`src/rtl/hilo_unit_if.sv`:
```
// HI/LO unit bus: multiply request, MTHI/MTLO writes and the HI/LO/status read side.
interface hilo_unit_if #(
  parameter int unsigned WIDTH = 32
);
  logic               start;
  logic               signed_op;
  logic [WIDTH-1:0]   op_a;
  logic [WIDTH-1:0]   op_b;
  logic [2*WIDTH-1:0] product;
  logic               mthi;
  logic               mtlo;
  logic [WIDTH-1:0]   wdata;
  logic [WIDTH-1:0]   hi;
  logic [WIDTH-1:0]   lo;
  logic               busy;
  logic               stall;
  logic               done;

  modport master (
    output start, signed_op, op_a, op_b, product, mthi, mtlo, wdata,
    input  hi, lo, busy, stall, done
  );

  modport slave (
    input  start, signed_op, op_a, op_b, product, mthi, mtlo, wdata,
    output hi, lo, busy, stall, done
  );
endinterface

```
`src/rtl/hilo_unit.sv`:
```
// HI/LO unit: signed correction of the unsigned multiplier product, HI/LO commit,
// MTHI/MTLO writes and the pipeline stall while a multiply is in flight.
module hilo_unit #(
  parameter int unsigned WIDTH = 32
) (
  input  logic        clk,
  input  logic        rst_n,
  hilo_unit_if.slave  bus
);

  localparam int unsigned PW = 2 * WIDTH;

  typedef enum logic [1:0] {
    S_IDLE  = 2'd0,
    S_FIX   = 2'd1,
    S_WRITE = 2'd2
  } state_t;

  state_t           state_q;
  state_t           state_d;

  logic [PW-1:0]    prod_q;
  logic [WIDTH-1:0] a_q;
  logic [WIDTH-1:0] b_q;
  logic             sgn_q;
  logic [WIDTH-1:0] corr_q;
  logic [WIDTH-1:0] hi_q;
  logic [WIDTH-1:0] lo_q;
  logic             busy_q;
  logic             done_q;

  logic             accept_c;
  logic             fix_c;
  logic             commit_c;
  logic             hi_we_c;
  logic             lo_we_c;
  logic             sa_c;
  logic             sb_c;
  logic [WIDTH-1:0] corr_c;

  // State register
  always_ff @(posedge clk or negedge rst_n) begin
    if (!rst_n) state_q <= S_IDLE;
    else        state_q <= state_d;
  end

  // Next-state logic
  always_comb begin
    state_d = state_q;
    case (state_q)
      S_IDLE:  if (bus.start) state_d = S_FIX;
      S_FIX:   state_d = S_WRITE;
      S_WRITE: state_d = S_IDLE;
      default: state_d = S_IDLE;
    endcase
  end

  // Control decode; a start in IDLE takes priority over MTHI/MTLO
  always_comb begin
    accept_c = 1'b0;
    fix_c    = 1'b0;
    commit_c = 1'b0;
    hi_we_c  = 1'b0;
    lo_we_c  = 1'b0;
    case (state_q)
      S_IDLE: begin
        accept_c = bus.start;
        hi_we_c  = !bus.start && bus.mthi;
        lo_we_c  = !bus.start && bus.mtlo;
      end
      S_FIX:   fix_c    = 1'b1;
      S_WRITE: commit_c = 1'b1;
      default: ;
    endcase
  end

  // Two's-complement correction; only its low WIDTH bits matter for HI mod 2^WIDTH
  always_comb begin
    sa_c   = sgn_q && a_q[WIDTH-1];
    sb_c   = sgn_q && b_q[WIDTH-1];
    corr_c = (sa_c ? b_q : '0) + (sb_c ? a_q : '0);
  end

  // Datapath and registered outputs
  always_ff @(posedge clk or negedge rst_n) begin
    if (!rst_n) begin
      prod_q <= '0;
      a_q    <= '0;
      b_q    <= '0;
      sgn_q  <= 1'b0;
      corr_q <= '0;
      hi_q   <= '0;
      lo_q   <= '0;
      busy_q <= 1'b0;
      done_q <= 1'b0;
    end else begin
      if (accept_c) begin
        prod_q <= bus.product;
        a_q    <= bus.op_a;
        b_q    <= bus.op_b;
        sgn_q  <= bus.signed_op;
      end
      if (fix_c) corr_q <= corr_c;
      if (commit_c) begin
        hi_q <= prod_q[PW-1:WIDTH] - corr_q;
        lo_q <= prod_q[WIDTH-1:0];
      end else begin
        if (hi_we_c) hi_q <= bus.wdata;
        if (lo_we_c) lo_q <= bus.wdata;
      end
      busy_q <= (state_d != S_IDLE);
      done_q <= commit_c;
    end
  end

  assign bus.hi    = hi_q;
  assign bus.lo    = lo_q;
  assign bus.busy  = busy_q;
  assign bus.stall = busy_q;
  assign bus.done  = done_q;

endmodule

```
`src/flat_wrapper.sv`:
```
// flat-port wrapper written by rule: the top's interface ports become plain ports
module hilo_unit_flat 
#(
  parameter int unsigned WIDTH = 32
)
  (clk, rst_n, bus_start, bus_signed_op, bus_op_a, bus_op_b, bus_product, bus_mthi, bus_mtlo, bus_wdata, bus_hi, bus_lo, bus_busy, bus_stall, bus_done);
  hilo_unit_if #(.WIDTH(WIDTH)) bus_i ();
  input  logic clk;
  input  logic rst_n;
  input wire logic [$bits(bus_i.start)-1:0] bus_start;
  input wire logic [$bits(bus_i.signed_op)-1:0] bus_signed_op;
  input wire logic [$bits(bus_i.op_a)-1:0] bus_op_a;
  input wire logic [$bits(bus_i.op_b)-1:0] bus_op_b;
  input wire logic [$bits(bus_i.product)-1:0] bus_product;
  input wire logic [$bits(bus_i.mthi)-1:0] bus_mthi;
  input wire logic [$bits(bus_i.mtlo)-1:0] bus_mtlo;
  input wire logic [$bits(bus_i.wdata)-1:0] bus_wdata;
  output wire logic [$bits(bus_i.hi)-1:0] bus_hi;
  output wire logic [$bits(bus_i.lo)-1:0] bus_lo;
  output wire logic [$bits(bus_i.busy)-1:0] bus_busy;
  output wire logic [$bits(bus_i.stall)-1:0] bus_stall;
  output wire logic [$bits(bus_i.done)-1:0] bus_done;
  assign bus_i.start = bus_start;
  assign bus_i.signed_op = bus_signed_op;
  assign bus_i.op_a = bus_op_a;
  assign bus_i.op_b = bus_op_b;
  assign bus_i.product = bus_product;
  assign bus_i.mthi = bus_mthi;
  assign bus_i.mtlo = bus_mtlo;
  assign bus_i.wdata = bus_wdata;
  assign bus_hi = bus_i.hi;
  assign bus_lo = bus_i.lo;
  assign bus_busy = bus_i.busy;
  assign bus_stall = bus_i.stall;
  assign bus_done = bus_i.done;
  hilo_unit #(.WIDTH(WIDTH)) u_core (.clk(clk), .rst_n(rst_n), .bus(bus_i));
endmodule
```
`config.mk`:
```
export PLATFORM = sky130hd
export DESIGN_NAME = hilo_unit_flat
export DESIGN_NICKNAME = d
export VERILOG_FILES = /design/src/rtl/hilo_unit_if.sv /design/src/rtl/hilo_unit.sv /design/src/flat_wrapper.sv
export SDC_FILE = /design/constraint.sdc
export NUM_CORES = 1
export LEC_CHECK = 0
export CAP_MARGIN = 20
export CORE_MARGIN = 2
export CORE_UTILIZATION = 55
export DETAILED_ROUTE_END_ITERATION = 10
export PLACE_DENSITY = 0.9
export SLEW_MARGIN = 20
export SYNTH_ARGS = -nofsm -noshare
export SYNTH_HDL_FRONTEND = slang
export SYNTH_SLANG_ARGS = --single-unit
```
`constraint.sdc`:
```
create_clock -name clk -period 7.58 [get_ports clk]
set_input_delay 1.895 -clock clk [delete_from_list [all_inputs] [get_ports clk]]
set_output_delay 1.895 -clock clk [all_outputs]
set_load 0.05 [all_outputs]
```
==> metrics.md, run 1 <==
| Metric | Value |
|---|---|
| Layout cell share with drive strength beyond 1 | `13.39%` |
| Bufs and invs on worst path | `0` |
| Setup Buffers After CTS | `0` |
| Setup TNS | `0 ns` |
| Setup violations, final | `0` |
| Leak | `6.892 nW` |
| Mean Syn Cell Area | `10.44 um^2` |
| Inserted Clock Buffers | `25` |
| Layout Nets | `approximately 1600` |
| Synth Warn # | `0` |
| Row count | `54` |
| Die Ht | `approximately 150 um` |
| Seq pwr share | `between 30% and 40%` |
| Fraction of registers with async set or reset after synthesis | `between 90% and 100%` |
| Yosys reg bits | `229` |
| Area taken by multi-input logic gates | `6082 um^2` |
| Pin slew with the least headroom to its limit | `1.049 ns` |
| RSZ-0062 raised after global routing | `no` |
| Die width | `around 150 um` |
| Synth Instances | `1168` |
| Int Pwr | `3.508 mW` |
| Synth area leader | `dfrtp_1` |
| Clock Latency Late Sink | `around 0.51 ns` |
| Worst Setup End Kind | `flop` |
| Initial DRT Pass Iterations | `6` |
| Fmax | `244.8 MHz` |
| Register Area | `between 5000 and 6000 um^2` |
| P_sw | `2.502 mW` |
| WL/cell | `~18 um` |
| CP required | `7.97 ns` |
| First-pass GRT wire length | `49.04 mm` |
| PwrDens | `387.8 nW/um^2` |
| Number of flops mapped to enable cells by yosys | `0` |
| GRT overflow | `0` |
| Vias per cell | `between 5 and 6` |
| Worst Skew | `slightly below 0.008 ns` |
| VDD IR max | `0.2189 mV` |
| I/O pins | `233` |
| CTS tree | `built` |
| Gr usage total | `25.11%` |
| Commonest non-fill, non-tap cells in the layout | `clkdlybuf4s50_1, dfrtp_1, mux2_2, nand2_1, o21ai_0` |
| Final Hold Viols | `0` |
| H-tree lvl count | `1` |
| Max_slew headroom | `between 30% and 40%` |
| Clk slew on worst S/H paths | `around 0.06 ns` |
| Clock tree buffer depth | `3` |
| Critical path class | `flop to flop` |
| Largest net degree at the start of global routing | `178` |
| Final core utilization | `a little under three quarters` |
| Yosys top cell area share | `roughly 47%` |
| Startpoint types | `flop` |
| Number of port buffers | `232` |
| Top post-synthesis cells by area | `dfrtp_1, mux2_2, ha_1` |
| Starting Density | `between 50% and 60%` |
| Core ar. | `roughly 22000 um^2` |
| Vias in the first global route | `~9600` |
| CP peak stage delay | `0.68 ns` |
| Post-Syn Area | `12200 um^2` |
| Combinational power share | `around 50%` |
| Fillers | `1544` |
| Synth-to-Final Area Change | `27.09%` |
| Unique masters post-synth | `58` |
| Initial antenna violation count | `0` |
| Hold Buf Count CTS | `0` |
| CTS sink count | `229` |
| Slew Limit Fails | `0` |
| Syn Nets | `~1400` |
| Area of the die | `23380 um^2` |
| Commonest non-fill, non-tap cell in the layout | `clkdlybuf4s50_1` |
| Ys flop type | `dfrtp_1` |
| Run status | `finished, final reports clean` |
| Post-CTS resize count | `0` |
| Via count | `9652` |
| Crit path max fanout | `32` |
| Post-detailed-routing wire length | `slightly below 30 mm` |
| Worst Path Arrival | `4.47 ns` |
| Gpl congestion | `approximately 0.91` |
| DPL Wire Length | `between 20 and 25 mm` |
| Crit-path cells | `and3_1 -> ha_1 -> fa_1 -> a211oi_1 -> o21ai_0 -> o211ai_1 -> a211oi_1 -> a31oi_1 -> o21ai_0 -> a311oi_1 -> nor4_1 -> or3_1` |
| ANT nets after route | `0` |
| Max Cap Viol | `0` |
| Crit share post-route | `between 50% and 60%` |
| Sw Ratio | `41.63%` |
| # diodes | `0` |
| Clock network power share | `18.5%` |
| First DRT Iteration DRCs | `621` |
| CP top delay family | `compound AO/OA/AOI/OAI gates` |
| CP max stage cell | `dfrtp_1` |
| Minimum clock period | `a little over 4 ns` |
| Sequential-to-total area share from yosys stat | `46.99%` |
| Residual DRC count | `0` |
| Hold Crit Class | `flop to flop` |
| Clk root buf | `clkbuf_16` |
==> cells in the mapped netlist (3+ instances only) <==
cell type / n
nor2_1: 30
and3_1: 65
mux2i_1: 4
inv_1: 46
nand3_1: 7
nand4_1: 4
clkbuf_1: 56
mux2_2: 128
nor2b_1: 16
o21a_1: 8
a221oi_1: 4
a221o_1: 3
dfrtp_1: 229
nor3_1: 9
xnor2_1: 21
buf_1: 3
o21bai_1: 5
a211oi_1: 11
ha_1: 62
o211ai_1: 7
and2_1: 3
a22oi_1: 56
a21oi_1: 48
a31oi_1: 9
nand2_1: 126
nor3b_1: 3
or2_2: 5
o21ai_0: 90
o22ai_1: 3
a21o_1: 23
or3_1: 5
nand2b_1: 12
a31o_2: 3
xor2_1: 29
o31ai_1: 4
==> final timing paths <==
check                                  start                end  slack (ns)  cells past startpoint
setup / recovery              u_core.b_q[31]  u_core.corr_q[28]        3.49                     12
hold / removal             u_core.corr_q[17]  u_core.corr_q[17]        0.48                      2
setup reg to reg              u_core.b_q[31]  u_core.corr_q[28]        3.49                     12
hold reg to reg            u_core.corr_q[17]  u_core.corr_q[17]        0.48                      2
max in group asynchronous              rst_n   u_core.bus.lo[7]        4.95                      2
min in group asynchronous              rst_n      u_core.a_q[8]        1.28                      1
==> area by class of cell <==
class / instances / area share (%)
flip-flops and latches: 229 / 36.97
multi-input cells: 832 / 39.24
well taps: 280 / 2.260
repair buffers: 240 / 15.56
inverters: 47 / 1.138
clock buffers: 36 / 4.626
clock inverters: 5 / 0.1938
==> metrics by stage <==
step / cells / area, um^2 / worst slack [ns] / hold WS (ns) / total power [mW]
after floorplan: 1168 / 12200 / 4.075 / 0.4498 / 3.979
after global placement: 1628 / 14740 / 3.494 / 0.4569 / 4.789
after detailed placement: 1628 / 14750 / 3.392 / 0.4709 / 4.881
after CTS: 1669 / 15490 / 3.556 / 0.4851 / 6.031
after global routing: 1669 / 15500 / 3.276 / 0.5000 / 6.400
final: 1669 / 15500 / 3.494 / 0.4793 / 6.010
==> power by group through the flow <==
stage / combinational (mW) / sequential [mW] / clock (mW)
after floorplan: 1.62 / 2.36 / 0
after global placement: 2.88 / 1.91 / 0
after detailed placement: 2.95 / 1.93 / 0
after CTS: 2.98 / 1.91 / 1.14
after global routing: 3.25 / 1.96 / 1.18
final: 2.98 / 1.91 / 1.11
==> sequential cells by signal, summed over array words and instances (netlist names) <==
name and count:
u_core.prod_q 64, u_core.a_q 32, u_core.b_q 32, u_core.bus.hi 32, u_core.bus.lo 32, u_core.corr_q 32, u_core.state_q 2, u_core.bus.busy 1
u_core.bus.done 1, u_core.sgn_q 1
==> cell families after synthesis <==
kind of cell	after synthesis	share of synthesized area (%)
simple gates	290	11.58
flops	229	46.99
mux	132	12.15
xor+xnor	50	3.591
compound gates	296	15.68
fa+ha+maj	64	6.689
buf+inv	107	3.324
==> worst reg2reg max path, delay by kind of cell, from the launching register on <==
kind                       cells  cell delay [ns]
adders and majority gates      2             0.63
and+or+nand+nor                3             0.83
DFF                            1             0.68
AOI/OAI and AO/OA              7             1.83
==> layer usage <==
metal | GRT usage [%] | part of all wire, % | up-vias
met1 | 34.73 | 45 | 4661
met5 | 0 | 0 | -
met4 | 6.217 | 2.4 | 0
li1 | - | - | 4634
met3 | 3.459 | 5.3 | 42
met2 | 42.26 | 47 | 315
(Power assumes the default switching activity.)
==> run 2: changes to the inputs <==
- CORE_UTILIZATION: 55 -> 53
- PLACE_DENSITY: 0.9 -> 0.87
- clock period: 7.58 -> 4.02 ns (I/O delays scaled with it)
==> metrics.md, run 2 (synthesized netlist as in run 1, its figures left out) <==
| Metric | Value |
|---|---|
| Wire length on met3 | `1.744 mm (was 1.572 mm)` |
| Minimum clock period | `3.625 ns (was 4.086 ns)` |
| Clk slew on worst S/H paths | `0.06 ns (about the same)` |
| Fin area | `15760 um^2 (was 15500 um^2)` |
| Clk root buf | `clkbuf_16 (unchanged)` |
| Vias in the first global route | `9513 (was 9641)` |
| Via count | `9632 (was 9652)` |
| Core ar. | `22640 um^2 (was 21820 um^2)` |
| # diodes | `0 (unchanged)` |
| Worst Path Arrival | `4.03 ns (was 4.47 ns)` |
| Leak | `7.031 nW (was 6.892 nW)` |
| Bufs and invs on worst path | `0 (unchanged)` |
| First DRT Iteration DRCs | `637 (was 621)` |
| CP peak stage delay | `0.48 ns (was 0.68 ns)` |
| Vias per cell | `5.710 (was 5.783)` |
| Initial antenna violation count | `0 (unchanged)` |
| Met2 Wirelength | `14.23 mm (was 14.05 mm)` |
| Setup TNS | `0 ns (unchanged)` |
| DPL Wire Length | `21.87 mm (was 21.47 mm)` |
| Clock tree buffer depth | `3 (unchanged)` |
| Highest Signal Layer | `met4 (unchanged)` |
| Max_slew headroom | `45.56% (was 30.04%)` |
| Max Cap Viol | `0 (unchanged)` |
| Gpl congestion | `0.8910 (was 0.9066)` |
| Fmax | `275.9 MHz (was 244.8 MHz)` |
| Slew Limit Fails | `0 (unchanged)` |
| Die width | `155.7 um (was 152.9 um)` |
| Row count | `55 (was 54)` |
| Layout Nets | `1613 (was 1605)` |
| Gr usage total | `24.48% (was 25.11%)` |
| Crit-path cells | `and3_1 -> ha_1 -> fa_1 -> a211oi_1 -> o21ai_0 -> o211ai_1 -> a211oi_1 -> a31oi_1 -> o21ai_0 -> a311oi_2 -> nor4_1 -> or3_1 (was and3_1 -> ha_1 -> fa_1 -> a211oi_1 -> o21ai_0 -> o211ai_1 -> a211oi_1 -> a31oi_1 -> o21ai_0 -> a311oi_1 -> nor4_1 -> or3_1)` |
| Worst Setup End Kind | `flop (unchanged)` |
| Commonest non-fill, non-tap cell in the layout | `clkdlybuf4s50_1 (unchanged)` |
| Crit path max fanout | `11 (was 32)` |
| Residual DRC count | `0 (unchanged)` |
| Pin slew with the least headroom to its limit | `0.8166 ns (was 1.049 ns)` |
| Reg2Reg Setup Slack | `0.39 ns (was 3.49 ns)` |
| Post-detailed-routing wire length | `30.07 mm (was 29.74 mm)` |
| Hold Crit Class | `flop to flop (unchanged)` |
| Inserted Clock Buffers | `25 (unchanged)` |
| Worst Skew | `0.01258 ns (was 0.007891 ns)` |
| CP max stage cell | `dfrtp_1 (unchanged)` |
| CP top delay family | `compound AO/OA/AOI/OAI gates (unchanged)` |
| CTS tree | `built (unchanged)` |
| Critical path class | `flop to flop (unchanged)` |
| Crit share post-route | `90.18% (was 53.90%)` |
| Power Total | `11.79 mW (was 6.010 mW)` |
| ANT nets after route | `0 (unchanged)` |
| Layout cell share with drive strength beyond 1 | `14.62% (was 13.39%)` |
| Startpoint types | `flop (unchanged)` |
| GRT overflow | `0 (unchanged)` |
| PwrDens | `747.8 nW/um^2 (was 387.8 nW/um^2)` |
| Final cell count without fillers | `1687 (was 1669)` |
| Clock Latency Late Sink | `0.53 ns (was 0.51 ns)` |
| Post-CTS resize count | `0 (unchanged)` |
| Hold Buf Count CTS | `0 (unchanged)` |
| Largest net degree at the start of global routing | `110 (was 178)` |
| Commonest non-fill, non-tap cells in the layout | `clkdlybuf4s50_1, dfrtp_1, mux2_2, nand2_1, o21ai_0 (unchanged)` |
| Synth-to-Final Area Change | `29.23% (was 27.09%)` |
| Setup Buffers After CTS | `0 (unchanged)` |
| VDD IR max | `0.3499 mV (was 0.2189 mV)` |
| CTS sink count | `229 (unchanged)` |
| Number of port buffers | `232 (unchanged)` |
| Initial DRT Pass Iterations | `8 (was 6)` |
| Area of the die | `24240 um^2 (was 23380 um^2)` |
| Wire length on met1 | `13.36 mm (was 13.42 mm)` |
| WL/cell | `17.82 um (about the same)` |
| H-tree lvl count | `1 (unchanged)` |
| Run status | `finished, final reports clean (unchanged)` |
| Cells after DPL | `1641 (was 1628)` |
| CP required | `4.43 ns (was 7.97 ns)` |
| Die Ht | `155.7 um (was 152.9 um)` |
| First-pass GRT wire length | `48.36 mm (was 49.04 mm)` |
| Starting Density | `53.87% (was 55.88%)` |
| Final Hold Viols | `0 (unchanged)` |
| Setup violations, final | `0 (unchanged)` |
| Placed cell area | `14820 um^2 (was 14750 um^2)` |
| I/O pins | `233 (unchanged)` |
| RSZ-0062 raised after global routing | `no (unchanged)` |
| Largest reg by FF count | `u_core.prod_q (unchanged)` |
| Max FFs per register | `64 (unchanged)` |
-- run 2: worst paths after layout --
path,start,cells after the start,end
hold reg to reg,u_core.bus.lo[0],2,u_core.bus.lo[0]
max in group asynchronous,rst_n,2,u_core.b_q[9]
setup reg to reg,u_core.b_q[31],12,u_core.corr_q[28]
hold / removal,u_core.bus.lo[0],2,u_core.bus.lo[0]
setup / recovery,u_core.b_q[31],12,u_core.corr_q[28]
min in group asynchronous,rst_n,1,u_core.bus.lo[26]
-- run 2: worst min-delay path, delay by kind of cell, from the launching register on --
kind | cells | cell delay [ns]
flip-flops | 1 | 0.34
AND/OR/NAND/NOR | 2 | 0.10
-- run 2: per-layer routing --
metal	global-route usage, %	vias to the layer above
met5	0	-
met4	7.252	0
met3	3.556	56
met2	41.70	306
met1	32.72	4631
li1	-	4639
-- run 2: power by group --
part | switching, mW | internal (mW)
Sequential | 0.473 | 3.09
Combinational | 3.37 | 2.31
Clock | 0.933 | 1.60
Total | 4.78 | 7.01
-- run 2: area by class of cell --
cell class                      instances  area (um^2)
Clock buffer                           30        684.4
Sequential cell                       229         5731
Timing Repair Buffer                  248         2485
Inverter                               47        176.4
Multi-Input combinational cell        832         6083
Clock inverter                         16        244.0
Tap cell                              285        356.6
Fill cell                            1657         6880
-- run 2: stage by stage --
stage,hold WS [ns],setup WS [ns],utilization (%)
after detailed placement,0.4623,0.3436,65.46
after global routing,0.4890,0.06862,69.61
after CTS,0.4774,0.3672,69.56
after floorplan,0.4498,0.6116,-
after global placement,0.4563,0.4436,65.46
final,0.4720,0.3948,69.61
